### config.mk
export PLATFORM = sky130hd
export DESIGN_NAME = pc_sequencer
export DESIGN_NICKNAME = d
export VERILOG_FILES = /design/src/rtl/seq_pkg.sv /design/src/rtl/seq_ret_stack.sv /design/src/rtl/pc_sequencer.sv
export SDC_FILE = /design/constraint.sdc
export NUM_CORES = 1
export LEC_CHECK = 0
export BUFFER_PORTS_ARGS = -buffer_cell sky130_fd_sc_hd__buf_4
export CORE_MARGIN = 2
export CORE_UTILIZATION = 38
export DETAILED_ROUTE_END_ITERATION = 8
export PLACE_DENSITY_LB_ADDON = 0.15
export SETUP_SLACK_MARGIN = 0.02
export SLEW_MARGIN = 20
export SYNTH_ARGS = -nofsm -noshare
export SYNTH_HDL_FRONTEND = slang
export SYNTH_SLANG_ARGS = --single-unit
### constraint.sdc
create_clock -name clk -period 3.6 [get_ports clk]
set_input_delay 0.36 -clock clk [delete_from_list [all_inputs] [get_ports clk]]
set_output_delay 0.36 -clock clk [all_outputs]
set_load 0.1 [all_outputs]
### src/rtl/seq_pkg.sv
// Shared state encoding and opcode constants for the program-counter sequencer.
// Opcodes live in the upper nibble of the fetched instruction byte.
package seq_pkg;

  typedef enum logic [2:0] {
    IDLE,
    FETCH,
    DECODE,
    OPERAND,
    EXEC,
    HALT
  } seq_state_e;

  localparam logic [3:0] OP_NOP  = 4'h0;
  localparam logic [3:0] OP_JMP  = 4'h1;
  localparam logic [3:0] OP_JZ   = 4'h2;
  localparam logic [3:0] OP_CALL = 4'h3;
  localparam logic [3:0] OP_RET  = 4'h4;
  localparam logic [3:0] OP_HLT  = 4'hF;

endpackage

### src/rtl/seq_ret_stack.sv
// LIFO of return addresses for CALL/RET; data shows the current top entry.
// Pushes while full and pops while empty are dropped; the sequencer halts before issuing them.
module seq_ret_stack #(
  parameter int unsigned DATA_W = 8,
  parameter int unsigned DEPTH  = 4
) (
  input  logic              clk,
  input  logic              reset,
  input  logic              push,
  input  logic              pop,
  input  logic [DATA_W-1:0] din,
  output logic [DATA_W-1:0] data,
  output logic              full,
  output logic              empty
);

  localparam int unsigned CNT_W = $clog2(DEPTH + 1);
  localparam int unsigned IDX_W = (DEPTH > 1) ? $clog2(DEPTH) : 1;

  logic [DATA_W-1:0] entries [DEPTH];
  logic [CNT_W-1:0]  count;
  logic [IDX_W-1:0]  wr_idx;
  logic [IDX_W-1:0]  rd_idx;

  assign full   = (count == CNT_W'(DEPTH));
  assign empty  = (count == '0);
  assign wr_idx = IDX_W'(count);
  assign rd_idx = IDX_W'(count - CNT_W'(1));
  assign data   = entries[rd_idx];

  always_ff @(posedge clk or posedge reset) begin
    if (reset) begin
      count <= '0;
    end else if (push && !full) begin
      count <= count + CNT_W'(1);
    end else if (pop && !empty) begin
      count <= count - CNT_W'(1);
    end
  end

  always_ff @(posedge clk) begin
    if (push && !full) begin
      entries[wr_idx] <= din;
    end
  end

endmodule

### src/rtl/pc_sequencer.sv
// Fetch/decode/execute sequencer driving an external PC register through pc_next.
// Define SEQ_CALL_EN to add CALL/RET opcodes backed by a return stack.
module pc_sequencer
  import seq_pkg::*;
#(
  parameter int unsigned PC_W    = 8,
  parameter int unsigned STACK_D = 4
) (
  input  logic            clk,
  input  logic            reset,
  input  logic            run,
  input  logic [PC_W-1:0] pc_cur,
  output logic [PC_W-1:0] pc_next,
  output logic [PC_W-1:0] mem_addr,
  output logic            mem_req,
  input  logic            mem_ack,
  input  logic [7:0]      mem_rdata,
  input  logic            zero_flag,
  output logic            exec_stb,
  output logic [7:0]      exec_op,
  output logic            halted,
  output logic            busy
);

  seq_state_e      state_q, state_d;
  logic [7:0]      ir_q;
  logic [3:0]      opcode;
  logic [PC_W-1:0] pc_inc;

  assign opcode   = ir_q[7:4];
  assign pc_inc   = pc_cur + PC_W'(1);
  // The PC register holds still while a fetch waits, so the address stays stable.
  assign mem_addr = pc_cur;

`ifdef SEQ_CALL_EN
  logic            stk_push;
  logic            stk_pop;
  logic            stk_full;
  logic            stk_empty;
  logic [PC_W-1:0] stk_data;

  seq_ret_stack #(
    .DATA_W(PC_W),
    .DEPTH (STACK_D)
  ) u_ret_stack (
    .clk  (clk),
    .reset(reset),
    .push (stk_push),
    .pop  (stk_pop),
    .din  (pc_inc),
    .data (stk_data),
    .full (stk_full),
    .empty(stk_empty)
  );
`else
  logic unused_stack_d;
  assign unused_stack_d = ^STACK_D;
`endif

  always_comb begin
    state_d = state_q;
    pc_next = pc_cur;
`ifdef SEQ_CALL_EN
    stk_push = 1'b0;
    stk_pop  = 1'b0;
`endif
    unique case (state_q)
      IDLE: begin
        if (run) state_d = FETCH;
      end
      FETCH: begin
        if (mem_ack) begin
          pc_next = pc_inc;
          state_d = DECODE;
        end
      end
      DECODE: begin
        case (opcode)
          OP_NOP:         state_d = FETCH;
          OP_JMP, OP_JZ:  state_d = OPERAND;
`ifdef SEQ_CALL_EN
          OP_CALL:        state_d = stk_full ? HALT : OPERAND;
          OP_RET: begin
            if (stk_empty) begin
              state_d = HALT;
            end else begin
              stk_pop = 1'b1;
              pc_next = stk_data;
              state_d = FETCH;
            end
          end
`endif
          OP_HLT:         state_d = HALT;
          default:        state_d = EXEC;
        endcase
      end
      OPERAND: begin
        if (mem_ack) begin
          state_d = FETCH;
          if (opcode == OP_JZ && !zero_flag) begin
            pc_next = pc_inc;
          end else begin
            pc_next = PC_W'(mem_rdata);
          end
`ifdef SEQ_CALL_EN
          // Return address is the byte after the operand.
          stk_push = (opcode == OP_CALL);
`endif
        end
      end
      EXEC:    state_d = FETCH;
      HALT:    state_d = HALT;
      default: state_d = IDLE;
    endcase
    if (reset) pc_next = '0;
  end

  // Outputs are registered from the next state so they change cleanly with the state flop.
  always_ff @(posedge clk or posedge reset) begin
    if (reset) begin
      state_q  <= IDLE;
      ir_q     <= 8'h00;
      mem_req  <= 1'b0;
      exec_stb <= 1'b0;
      exec_op  <= 8'h00;
      halted   <= 1'b0;
      busy     <= 1'b0;
    end else begin
      state_q <= state_d;
      if (state_q == FETCH && mem_ack) begin
        ir_q <= mem_rdata;
      end
      mem_req  <= (state_d == FETCH) || (state_d == OPERAND);
      exec_stb <= (state_d == EXEC);
      exec_op  <= (state_d == EXEC) ? ir_q : 8'h00;
      halted   <= (state_d == HALT);
      busy     <= (state_d != IDLE) && (state_d != HALT);
    end
  end

endmodule

=== Yosys cells after proc, flatten, opt, wreduce, memory -nomap -nowiden ===
Cells that the tools add are included.
W data, S select, Z words.

* Register bits: 23
* Bits in latches: 0
* Memory bits (writable): 0
* ROM bits: 0
* Bits of input ports: 21
* Output and inout port bits: 28
* Logic and storage cells: 41
* Memories: 0

* Add/subtract/negate cells: 1
* Multiply operators: 0
* Div/mod/pow operators: 0
* Magnitude comparators: 0
* Equal/unequal tests: 13
* Shift operators: 0
* Multiplexer cells: 11
* Bitwise gates (word level): 0
* Reduce and logical (&&, ||, !) cells: 9

{| class="wikitable"
|+ Operators by type and width
! operator !! number
|-
| $mux W8 || 5
|-
| $pmux W3 S6 || 1
|-
| $pmux W8 S2 || 1
|-
| $eq A3 B3 Y1 const B || 4
|-
| $eq A3 B2 Y1 const B || 3
|-
| $mux W3 || 3
|-
| $pmux W3 S3 || 1
|-
| $add A8 B1 Y8 const B || 1
|-
| $eq A3 B1 Y1 const B || 2
|-
| $eq A4 B1 Y1 const B || 1
|-
| $eq A4 B2 Y1 const B || 1
|-
| $eq A4 B4 Y1 const B || 1
|-
| $logic_not A4 Y1 || 1
|-
| $logic_and A1 B1 Y1 || 3
|-
| $logic_not A3 Y1 || 1
|-
| $ne A3 B3 Y1 const B || 1
|-
| $reduce_bool A3 Y1 || 1
|-
| $reduce_or A2 Y1 || 1
|-
| $logic_not A1 Y1 || 1
|-
| $logic_or A1 B1 Y1 || 1
|}

=== Depth between registers and ports, before layout ===
Gate-level depths: netlist of the first run.

* Depth after elaboration: 6
* Depth in mapped cells: 7
* Depth with buffers taken out: 6

=== Worst setup path before layout of the first run ===
No wires, ideal clock.

* Kind: input -> output
* Start: input port pc_cur[0]
* End: output port pc_next[7]
* Data arrival time: 4.234 ns
* Required time: 3.240 ns
* Slack: -0.994 ns
* Cell stages on the path: 6
* Buffers on the path: 1
* Path through: and3_1 -> and3_1 -> clkbuf_1 -> a31o_2 -> a22oi_1 -> o41ai_1

* Word-level cells in the longest chain between the ends: 5
* Elaborated cells on any way between the ends: 6
* Classes of those cells: add/sub (1); mux (5)

{| class="wikitable"
|+ RTL lines
! element !! line !! source
|-
| start, declared || pc_sequencer.sv:12 || <nowiki>input logic [PC_W-1:0] pc_cur,</nowiki>
|-
| $add A8 B1 Y8 * || pc_sequencer.sv:31 || <nowiki>assign pc_inc = pc_cur + PC_W'(1);</nowiki>
|-
| $mux W8 || pc_sequencer.sv:100 || <nowiki>if (opcode == OP_JZ && !zero_flag) begin</nowiki>
|-
| $mux W8 || pc_sequencer.sv:98 || <nowiki>if (mem_ack) begin</nowiki>
|-
| $pmux W8 S2 * || pc_sequencer.sv:67 || <nowiki>unique case (state_q)</nowiki>
|-
| $mux W8 * || pc_sequencer.sv:115 || <nowiki>if (reset) pc_next = '0;</nowiki>
|-
| end, declared || pc_sequencer.sv:13 || <nowiki>output logic [PC_W-1:0] pc_next,</nowiki>
|}

Every way passes the cells marked *; elsewhere a longest branch is shown, timed or not.

=== Worst setup path in the final report of the first run ===
* Start: register ir_q[4]
* End: output port pc_next[4]

* Word-level cells in the longest chain between the ends: 6

{| class="wikitable"
|+ RTL lines
! element !! line !! source
|-
| start, declared || pc_sequencer.sv:26 || <nowiki>logic [7:0] ir_q;</nowiki>
|-
| start signal, assigned || pc_sequencer.sv:131 || <nowiki>ir_q <= mem_rdata;</nowiki>
|-
| $eq A4 B2 Y1 || pc_sequencer.sv:100 ||
|-
| $logic_and A1 B1 Y1 || pc_sequencer.sv:100 ||
|-
| $mux W8 || pc_sequencer.sv:100 ||
|-
| $mux W8 || pc_sequencer.sv:98 ||
|-
| $pmux W8 S2 || pc_sequencer.sv:67 ||
|-
| $mux W8 || pc_sequencer.sv:115 ||
|}

Every way passes these cells.

==> out/summary.txt, run 1 <==
Outcome: finished, final reports clean
Power Internal: 678 µW
Routed length per instance: 14.3 µm
DRC: 0
Highest Clock Rate: 365 MHz
Clock tree sinks: 23
Port Buf Inserts: 48
Die area: 4210 µm²
Routed wire length: 3290 µm
Reg power frac: 0.304
Final ANT Viol Nets: 0
CTS tree: done
Die width: 64.9 µm
Share of post-route cells with drive strength above 1: 0.393
Seq/Total Area, Yosys: 0.409
Initial core utilization: 0.391
Async SR Flop Fraction: 1.00
Final cycle utilization of the critical path: 0.762
Pwr dens: 830 nW/µm²
#FFs+latches synth: 23
Unique masters post-synth: 49
Clk pin slew, worst setup/hold paths: 0.08 ns
Worst EP arrival: 2.38 ns
Slew Limit Headroom: 0.486
Flop2flop setup slack: 1.34 ns
Pin count of the biggest net entering global routing: 24
P_leak: 0.818 nW
Vias per inst: 5.22
Clk_lat worst skew: 0.26 ns
Hold Crit Class: primary input to async pin
Core Box Area: 3610 µm²
Root Buffer Master: clkbuf_8
GPL Wtd Cong: 0.903
I/O pin total: 49
Worst slew pin tran: 0.762 ns
Crit-path cells: nor4_4, and2_1, nor2_1, or4_1, a21oi_1, buf_4
Final setup fails: 0
Number of DRC markers in iteration 0: 22
GRT Resource Usage Total: 0.160
Most frequent cell after synthesis: dfrtp_1
Fin Setup TNS: 0 ns
Die H: 64.9 µm
Crit path launch type: flip-flop
Synth area leaders: dfrtp_1 (41%), mux2_2 (7.2%), buf_4 (6.4%)
Worst r2r dst: busy
Max-Cap Viols: 0
CP max-delay cell: dfrtp_1
Hold Fails Final Rpt: 0
Clk pwr share: 0.105
Cells after Synth: 149
DRT Pass-1 Iters: 4
Most common library cells after synthesis: dfrtp_1 (23), buf_4 (12), nor2_1 (12)
Top FF cell, synth: dfrtp_1
Core Util, Final: 0.492
Netlist Area Pre-Place: 1410 µm²
Antenna violations before repair: 0
Worst Path Max Fanout: 7
Layout Nets: 206
CTS buffer count: 3
WS Path Type: flip-flop to output pin
Fin. max-slew vios: 0
Final Skew: 0.00415 ns
Synthesis-to-finish area growth: 25.9%
Minimum clock period: 2.74 ns
Reg2reg path depth: 5
Number of hold buffers added after cts: 0
Sw frac: 0.540
R2r startpoint: state_q[1]
Number of global-route vias before repair: 1128
Clock tree buffer depth: 2
CP top delay family: simple AND/OR/NAND/NOR gates
RSZ-0062 raised after global routing: false
IR drop worst, VDD: 0.330 mV
Number of synthesized flops with an enable pin: 0
# rows: 22
Post-cts resize count: 0
Syn Nets: 171
Critical path's largest stage delay: 0.47 ns
Area share of the largest cell type after synthesis: 0.409
Syn_area_per_cell: 9.46 µm²
Req. time, crit path: 3.24 ns
Setup crit end kind: output pin
Diode count: 0
Grt total ovfl: 0
Fill count: 346
Global-route wire length before repair: 5200 µm
Sw power: 794 µW
CTS H-Tree Depth: 1
Area leader, netlist: dfrtp_1
YS warnings: 0
Crit path buf inv count: 1
Post-CTS Setup Bufs: 0
Post-DP HPWL: 2520 µm
Routed via count: 1206
Comb power frac: 0.591
tightest hold or removal path: cells and delay by family:
family	cells	cell delay [ns]
buffers and inverters	3	0.54
routing by layer:
metal	wire length [µm]	share of wire	global-route usage
met1	1460	0.44	0.189
met2	1620	0.49	0.286
met3	156	0.047	0.0174
met4	56	0.017	0.0798
met5	0	0	0
worst max-delay path by stage:
stage / to / cells past startpoint / start / slack [ns]
6_report: pc_next[4] / 6 / ir_q[4] / 0.86
5_1_grt: pc_next[4] / 6 / ir_q[4] / 0.70
4_1_cts: pc_next[4] / 6 / ir_q[4] / 0.84
3_5_place_dp: pc_next[6] / 8 / pc_cur[0] / 1.05
3_3_place_gp: pc_next[6] / 8 / pc_cur[0] / 1.06
2_1_floorplan: pc_next[6] / 6 / pc_cur[0] / 0.20
per-stage QoR:
step	setup WS (ns)	area [µm²]	hold slack [ns]	total power, mW	cells
global route	0.702	1770	0.297	1.55	231
CTS	0.838	1770	0.256	1.48	231
floorplan	0.201	1430	0.449	1.16	149
detailed placement	1.05	1730	0.466	1.32	227
finish	0.858	1770	0.250	1.47	231
global placement	1.06	1730	0.461	1.31	227
kinds of logic after synthesis:
group / count (synthesis) / synth area share
buffers and inverters: 22 / 0.0977
AND/OR/NAND/NOR: 57 / 0.229
adder cells (fa/ha/maj): 1 / 0.00888
XOR/XNOR: 2 / 0.0124
multiplexers: 9 / 0.0719
flip-flops: 23 / 0.409
AO/OA/AOI/OAI: 35 / 0.171
power by group through the flow:
| stage | Clock (mW) | Combinational (mW) | Sequential, mW |
|---|---|---|---|
| detailed placement | 0 | 0.873 | 0.450 |
| global placement | 0 | 0.865 | 0.445 |
| floorplan | 0 | 0.500 | 0.660 |
| global route | 0.170 | 0.918 | 0.464 |
| finish | 0.155 | 0.870 | 0.447 |
| CTS | 0.160 | 0.875 | 0.446 |
cell type report:
class	count	area, µm²	share of cell area
multi-input cells	104	714	0.403
flip-flops and latches	23	576	0.324
repair buffers	49	368	0.207
clock buffers	4	45.0	0.0254
inverters	3	11.3	0.00635
well taps	48	60.1	0.0339
placed cells by master (no fill, tap or decap), types with 4 or more instances in the layout:
cell type,Yosys,final
o21ai_0,4,4
dfrtp_1,23,23
nand3_1,5,5
nor2_1,12,12
nand2_1,9,9
and2_1,8,8
a21oi_1,9,9
buf_4,12,49
mux2_2,9,9
flip-flops by register name, indices dropped and copies added, names as in the netlist:
name	count
state_q	3
ir_q	8
mem_req	1
halted	1
exec_stb	1
busy	1
exec_op	8
No activity file was read; power rests on OpenSTA's default activity.
==> run 2: changes to the inputs <==
==> constraint.sdc (replaced) <==
create_clock -name clk -period 2.3 [get_ports clk]
set_input_delay 0.23 -clock clk [delete_from_list [all_inputs] [get_ports clk]]
set_output_delay 0.23 -clock clk [all_outputs]
set_load 0.1 [all_outputs]
==> run 2 against run 1 <==
Against the previous run:
- non-clock buffer count grew 9
- flip-flop and latch count is the same
- clock power grew 54%
- final area grew 14%
- critical path depth is the same
- sequential share of layout area shrank 3.7 points
- setup slack lost 0.82 ns
- critical path type unchanged
- largest cell class unchanged
- largest power group unchanged
==> out/summary.txt, run 2 (synthesis results as in run 1) <==
Outcome: finished, final reports clean
Clock tree buffer depth: 2 (unchanged)
Fin. max-slew vios: 0 (unchanged)
Final ANT Viol Nets: 0 (unchanged)
Clk_lat worst skew: 0.26 ns (about the same)
Setup crit end kind: output pin
P_leak: 0.890 nW (+8.7%)
CTS H-Tree Depth: 1 (unchanged)
Max-Cap Viols: 0 (unchanged)
DRT Pass-1 Iters: 4 (unchanged)
Die H: 64.9 µm (unchanged)
Antenna violations before repair: 0 (unchanged)
Number of global-route vias before repair: 1182 (+4.8%)
Final setup fails: 0 (unchanged)
Most common cell after layout, fill and taps aside: buf_4
Crit path launch type: flip-flop
Global-route wire length before repair: 5610 µm (+8.0%)
Number of hold buffers added after cts: 0 (unchanged)
Clock tree sinks: 23 (unchanged)
Minimum clock period: 2.27 ns
Port Buf Inserts: 48 (unchanged)
Fill count: 337 (-2.6%)
Final cycle utilization of the critical path: 0.985
Highest Clock Rate: 441 MHz
Final Skew: 0.00411 ns (-0.0000366 ns)
Initial core utilization: 0.391 (unchanged)
Pwr dens: 1240 nW/µm² (+50%)
I/O pin total: 49 (unchanged)
Fin Hold WS: 0.172 ns (-0.0784 ns)
Number of DRC markers in iteration 0: 62 (+180%)
Die area: 4210 µm² (unchanged)
Pwr Total: 2.51 mW (+70%)
Hold Fails Final Rpt: 0 (unchanged)
IR drop worst, VDD: 0.466 mV (+41%)
Hold Crit Class: primary input to async pin
Root Buffer Master: clkbuf_8
Pin count of the biggest net entering global routing: 24 (unchanged)
Layout Nets: 215 (+4.4%)
Routed wire length: 3300 µm (+0.15%)
DRC: 0 (unchanged)
Routed via count: 1234 (+2.3%)
Clk pin slew, worst setup/hold paths: 0.08 ns (about the same)
Biggest regs: exec_op x8, ir_q x8, state_q x3
CTS buffer count: 3 (unchanged)
RSZ-0062 raised after global routing: true
Grt total ovfl: 0 (unchanged)
FF+latch area: 581 µm² (+0.87%)
Multi-input gate area: 823 µm² (+15%)
Final worst slack: 0.0347 ns (-0.824 ns)
Req. time, crit path: 2.07 ns (-1.17 ns)
Worst EP arrival: 2.04 ns (-0.34 ns)
CTS tree: done
Post-place setup slack: 0.0259 ns (-1.03 ns)
Slew Limit Headroom: 0.745 (+0.259)
Post-DP HPWL: 2550 µm (+1.2%)
Placed Area: 1890 µm² (+9.4%)
WS Path Type: flip-flop to output pin
Fin Setup TNS: 0 ns (unchanged)
Worst Path Max Fanout: 5 (-2)
Diode count: 0 (unchanged)
Die width: 64.9 µm (unchanged)
Synthesis-to-finish area growth: 43.2%
Worst slew pin tran: 0.378 ns (-0.383 ns)
Routed length per instance: 13.7 µm (-3.6%)
# rows: 22 (unchanged)
Vias per inst: 5.14 (-1.5%)
GPL Wtd Cong: 0.839 (-7.1%)
Most frequent cells in the layout: buf_4 (52), dfrtp_1 (19), nor2_1 (12), nand2_1 (9), mux2_2 (9)
GRT Resource Usage Total: 0.171 (+0.0106)
Share of post-route cells with drive strength above 1: 0.495 (+0.101)
Finished Cell Area: 2020 µm² (+14%)
Core Box Area: 3610 µm² (unchanged)
## run 2: cell count changes in the layout (fill, tap and decap cells not counted), sizes merged
cell,previous run,this run
buf,49,58
inv,3,2
clkinvlp,0,1
## run 2: worst paths after layout
kind,cells after the start,end,slack [ns],start
setup / recovery,6,pc_next[6],0.03,ir_q[6]
hold / removal,3,ir_q[2],0.17,reset
setup reg to reg,5,exec_op[4],0.36,state_q[1]
hold reg to reg,1,exec_op[1],0.48,ir_q[1]
max in group asynchronous,3,ir_q[4],1.89,reset
min in group clk,2,ir_q[5],0.22,mem_rdata[5]
## run 2: cell type report
type | instances | share of cell area
clock buffers | 4 | 0.0223
multi-input cells | 104 | 0.408
flip-flops and latches | 23 | 0.288
inverters | 3 | 0.00744
well taps | 48 | 0.0298
repair buffers | 58 | 0.244
## run 2: report_power, final
group,internal (mW),switching (mW)
clock,0.123,0.114
combinational,0.516,1.06
sequential,0.557,0.142
total,1.20,1.31
## run 2: timing repair
item	in CTS	in global routing
resized for setup	7	15
setup endpoints to repair	3	8
setup buffers	0	1
pin swaps	0	2
## run 2: metrics by stage
step           utilization  cells
3_5_place_dp         0.525    235
5_1_grt              0.559    240
4_1_cts              0.545    239
2_1_floorplan            -    149
6_report             0.559    240
3_3_place_gp         0.525    235
## run 2: per-layer routing
layer  vias to the layer above  global-route usage  share of wire
met4                         0              0.0718          0.017
met3                         4              0.0191          0.059
met5                         -                   0              0
met2                        46               0.285           0.46
met1                       570               0.224           0.46
li1                        614                   -              -
## run 2: critical path: stages, from the launching register on
cell and delay, ns:
dfrtp_2 0.44, nor4_4 0.29, nand2_1 0.12, or3_1 0.32
a31o_1 0.24, a21oi_4 0.17, buf_12 0.19
==> run 3: changes to the inputs <==
--- a/config.mk
+++ b/config.mk
@@ -7,7 +7,7 @@
 export LEC_CHECK = 0
 export BUFFER_PORTS_ARGS = -buffer_cell sky130_fd_sc_hd__buf_4
 export CORE_MARGIN = 2
-export CORE_UTILIZATION = 38
+export CORE_UTILIZATION = 45
 export DETAILED_ROUTE_END_ITERATION = 8
 export PLACE_DENSITY_LB_ADDON = 0.15
 export SETUP_SLACK_MARGIN = 0.02
==> constraint.sdc (replaced) <==
create_clock -name clk -period 2.3 [get_ports clk]
set_input_delay 0 -clock clk [delete_from_list [all_inputs] [get_ports clk]]
set_output_delay 0 -clock clk [all_outputs]
set_load 0.1 [all_outputs]
==> run 3 against run 2 <==
Against the previous run:
- cell count shrank 3.8%
- wire length grew 6.8%
- critical path depth is the same
- sequential power grew 0.9%
- fmax grew 2.8%
- via count grew 4.2%
- register-to-register slack gained 0.03 ns
- total power shrank 4.1%
- largest power group unchanged
- final area shrank 1.4%
- largest cell class unchanged
==> out/summary.txt, run 3 (synthesis results as in run 1) <==
Worst Path Max Fanout: 5 (unchanged)
Antenna violations before repair: 0 (unchanged)
Max-Cap Viols: 0 (unchanged)
Highest Clock Rate: 454 MHz (+2.8%)
Fin. max-slew vios: 0 (unchanged)
Pin count of the biggest net entering global routing: 26 (+8.3%)
Crit path launch type: flip-flop
Core Util, Final: 0.663 (+0.103)
Hold Path End: state_q[1]
Reg2reg path depth: 6 (+1)
Global-route wire length before repair: 5680 µm (+1.2%)
P_leak: 0.899 nW (+1.1%)
Root Buffer Master: clkbuf_4
Die area: 3590 µm² (-15%)
Multi-input gate area: 786 µm² (-4.6%)
Worst slew pin tran: 0.367 ns (-0.0112 ns)
Hold Crit Start: mem_ack
DRC: 0 (unchanged)
Most frequent cells in the layout: buf_4 (50), dfrtp_1 (22), nor2_1 (12), mux2_2 (9), dlygate4sd3_1 (9)
Die width: 60.0 µm (-7.6%)
Final ANT Viol Nets: 0 (unchanged)
Routed wire length: 3520 µm (+6.8%)
Hold Path Stages: 3
GPL Wtd Cong: 0.924 (+10%)
Biggest regs: exec_op x8, ir_q x8, state_q x3
Final cycle utilization of the critical path: 0.958 (-0.0271)
Pwr dens: 1210 nW/µm² (-2.8%)
DRT Pass-1 Iters: 4 (unchanged)
Worst r2r dst: busy
R2r startpoint: state_q[1]
RSZ-0062 raised after global routing: true
Most common cell after layout, fill and taps aside: buf_4
Share of post-route cells with drive strength above 1: 0.439 (-0.0554)
Layout Nets: 221 (+2.8%)
Final Skew: 0.00958 ns (+0.00546 ns)
Routed via count: 1286 (+4.2%)
Synthesis-to-finish area growth: 41.2%
Req. time, crit path: 2.30 ns (+0.23 ns)
I/O pin total: 49 (unchanged)
Vias per inst: 5.57 (+8.3%)
Clk pin slew, worst setup/hold paths: 0.12 ns (+0.04 ns)
Port Buf Inserts: 48 (unchanged)
Slew Limit Headroom: 0.755 (+0.0108)
Post-DP HPWL: 2680 µm (+4.8%)
Clock tree sinks: 23 (unchanged)
Minimum clock period: 2.20 ns (-0.0624 ns)
Clk_lat worst skew: 0.30 ns (+0.04 ns)
IR drop worst, VDD: 0.474 mV (+1.8%)
Critical path's largest stage delay: 0.46 ns (+0.02 ns)
# rows: 20 (-9.1%)
Pwr Total: 2.41 mW (-4.1%)
Setup crit end kind: output pin
Grt total ovfl: 0 (unchanged)
Hold Crit Class: primary input to flip-flop
Clock tree buffer depth: 2 (unchanged)
Worst EP arrival: 2.20 ns (+0.16 ns)
CP max-delay cell: dfrtp_2
Hold Fails Final Rpt: 0 (unchanged)
Core Box Area: 3000 µm² (-17%)
WS Path Type: flip-flop to output pin
Initial core utilization: 0.469 (+0.0785)
Fill count: 259 (-23%)
Routed length per instance: 15.2 µm (+11%)
Crit path buf inv count: 1 (unchanged)
Flop2flop setup slack: 0.39 ns (+0.03 ns)
Diode count: 0 (unchanged)
Die H: 60.0 µm (-7.6%)
Crit-path cells: nor4_4, nand2_2, or3_1, a31o_1, a21oi_4, buf_12
GRT Resource Usage Total: 0.210 (+0.0389)
Final setup fails: 0 (unchanged)
Fin Setup TNS: 0 ns (unchanged)
CTS tree: done
Number of global-route vias before repair: 1255 (+6.2%)
CTS H-Tree Depth: 1 (unchanged)
CTS buffer count: 3 (unchanged)
Number of DRC markers in iteration 0: 40 (-35%)
CP top delay family: simple AND/OR/NAND/NOR gates
FF+latch area: 577 µm² (-0.65%)
Outcome: finished, final reports clean
run 3: cell types whose count changed in the layout (fill, tap and decap cells not counted), moves of 3 or more:
cell           previous run  this run
clkbuf_4                  0         3
clkbuf_8                  3         0
dfrtp_1                  19        22
dfrtp_2                   4         1
dlygate4sd3_1             0         9
run 3: timing repair:
action | 4_1_cts | 5_1_grt
buffers inserted | 0 | 2
hold buffers | 9 | 0
setup endpoints to repair | 2 | 4
hold endpoints to repair | 31 | 0
pin swaps | 1 | 3
gates resized for setup | 4 | 12
run 3: metal layers:
metal  share of wire  global-route usage
met1            0.44               0.260
met2            0.52               0.374
met3           0.039              0.0260
met4               0              0.0667
met5               0                   0
run 3: metrics by stage:
step	setup slack, ns	cells	area, µm²	hold slack, ns
global route	-0.00847	231	1990	0.0358
finish	0.0971	231	1990	0.0263
floorplan	-0.551	149	1490	0.152
detailed placement	0.293	216	1800	0.186
CTS	0.0286	229	1940	0.0165
global placement	0.310	216	1800	0.175
run 3: final cells by class:
| cell class | instances | share of cell area |
|---|---|---|
| Multi-Input combinational cell | 104 | 0.395 |
| Sequential cell | 23 | 0.290 |
| Timing Repair Buffer | 64 | 0.275 |
| Tap cell | 33 | 0.0208 |
| Clock buffer | 4 | 0.0132 |
| Inverter | 3 | 0.00566 |
run 3: power breakdown:
group,internal (mW),switching (mW)
Clock,0.0674,0.104
Sequential,0.550,0.155
Combinational,0.493,1.04
run 3: worst max-delay path by stage:
stage               startpoint    endpoint  slack [ns]  depth (start not counted)
floorplan           state_q[2]  pc_next[7]       -0.55                          4
global placement       ir_q[4]  pc_next[4]        0.31                          6
detailed placement     ir_q[4]  pc_next[4]        0.29                          6
CTS                    ir_q[7]  pc_next[4]        0.03                          6
global route           ir_q[7]  pc_next[6]      -0.008                          6
finish                 ir_q[7]  pc_next[6]         0.1                          6
run 3: worst min-delay path, cell delays in order:
cell     delay [ns]
buf_4          0.15
nand2_1        0.06
a21oi_1        0.07
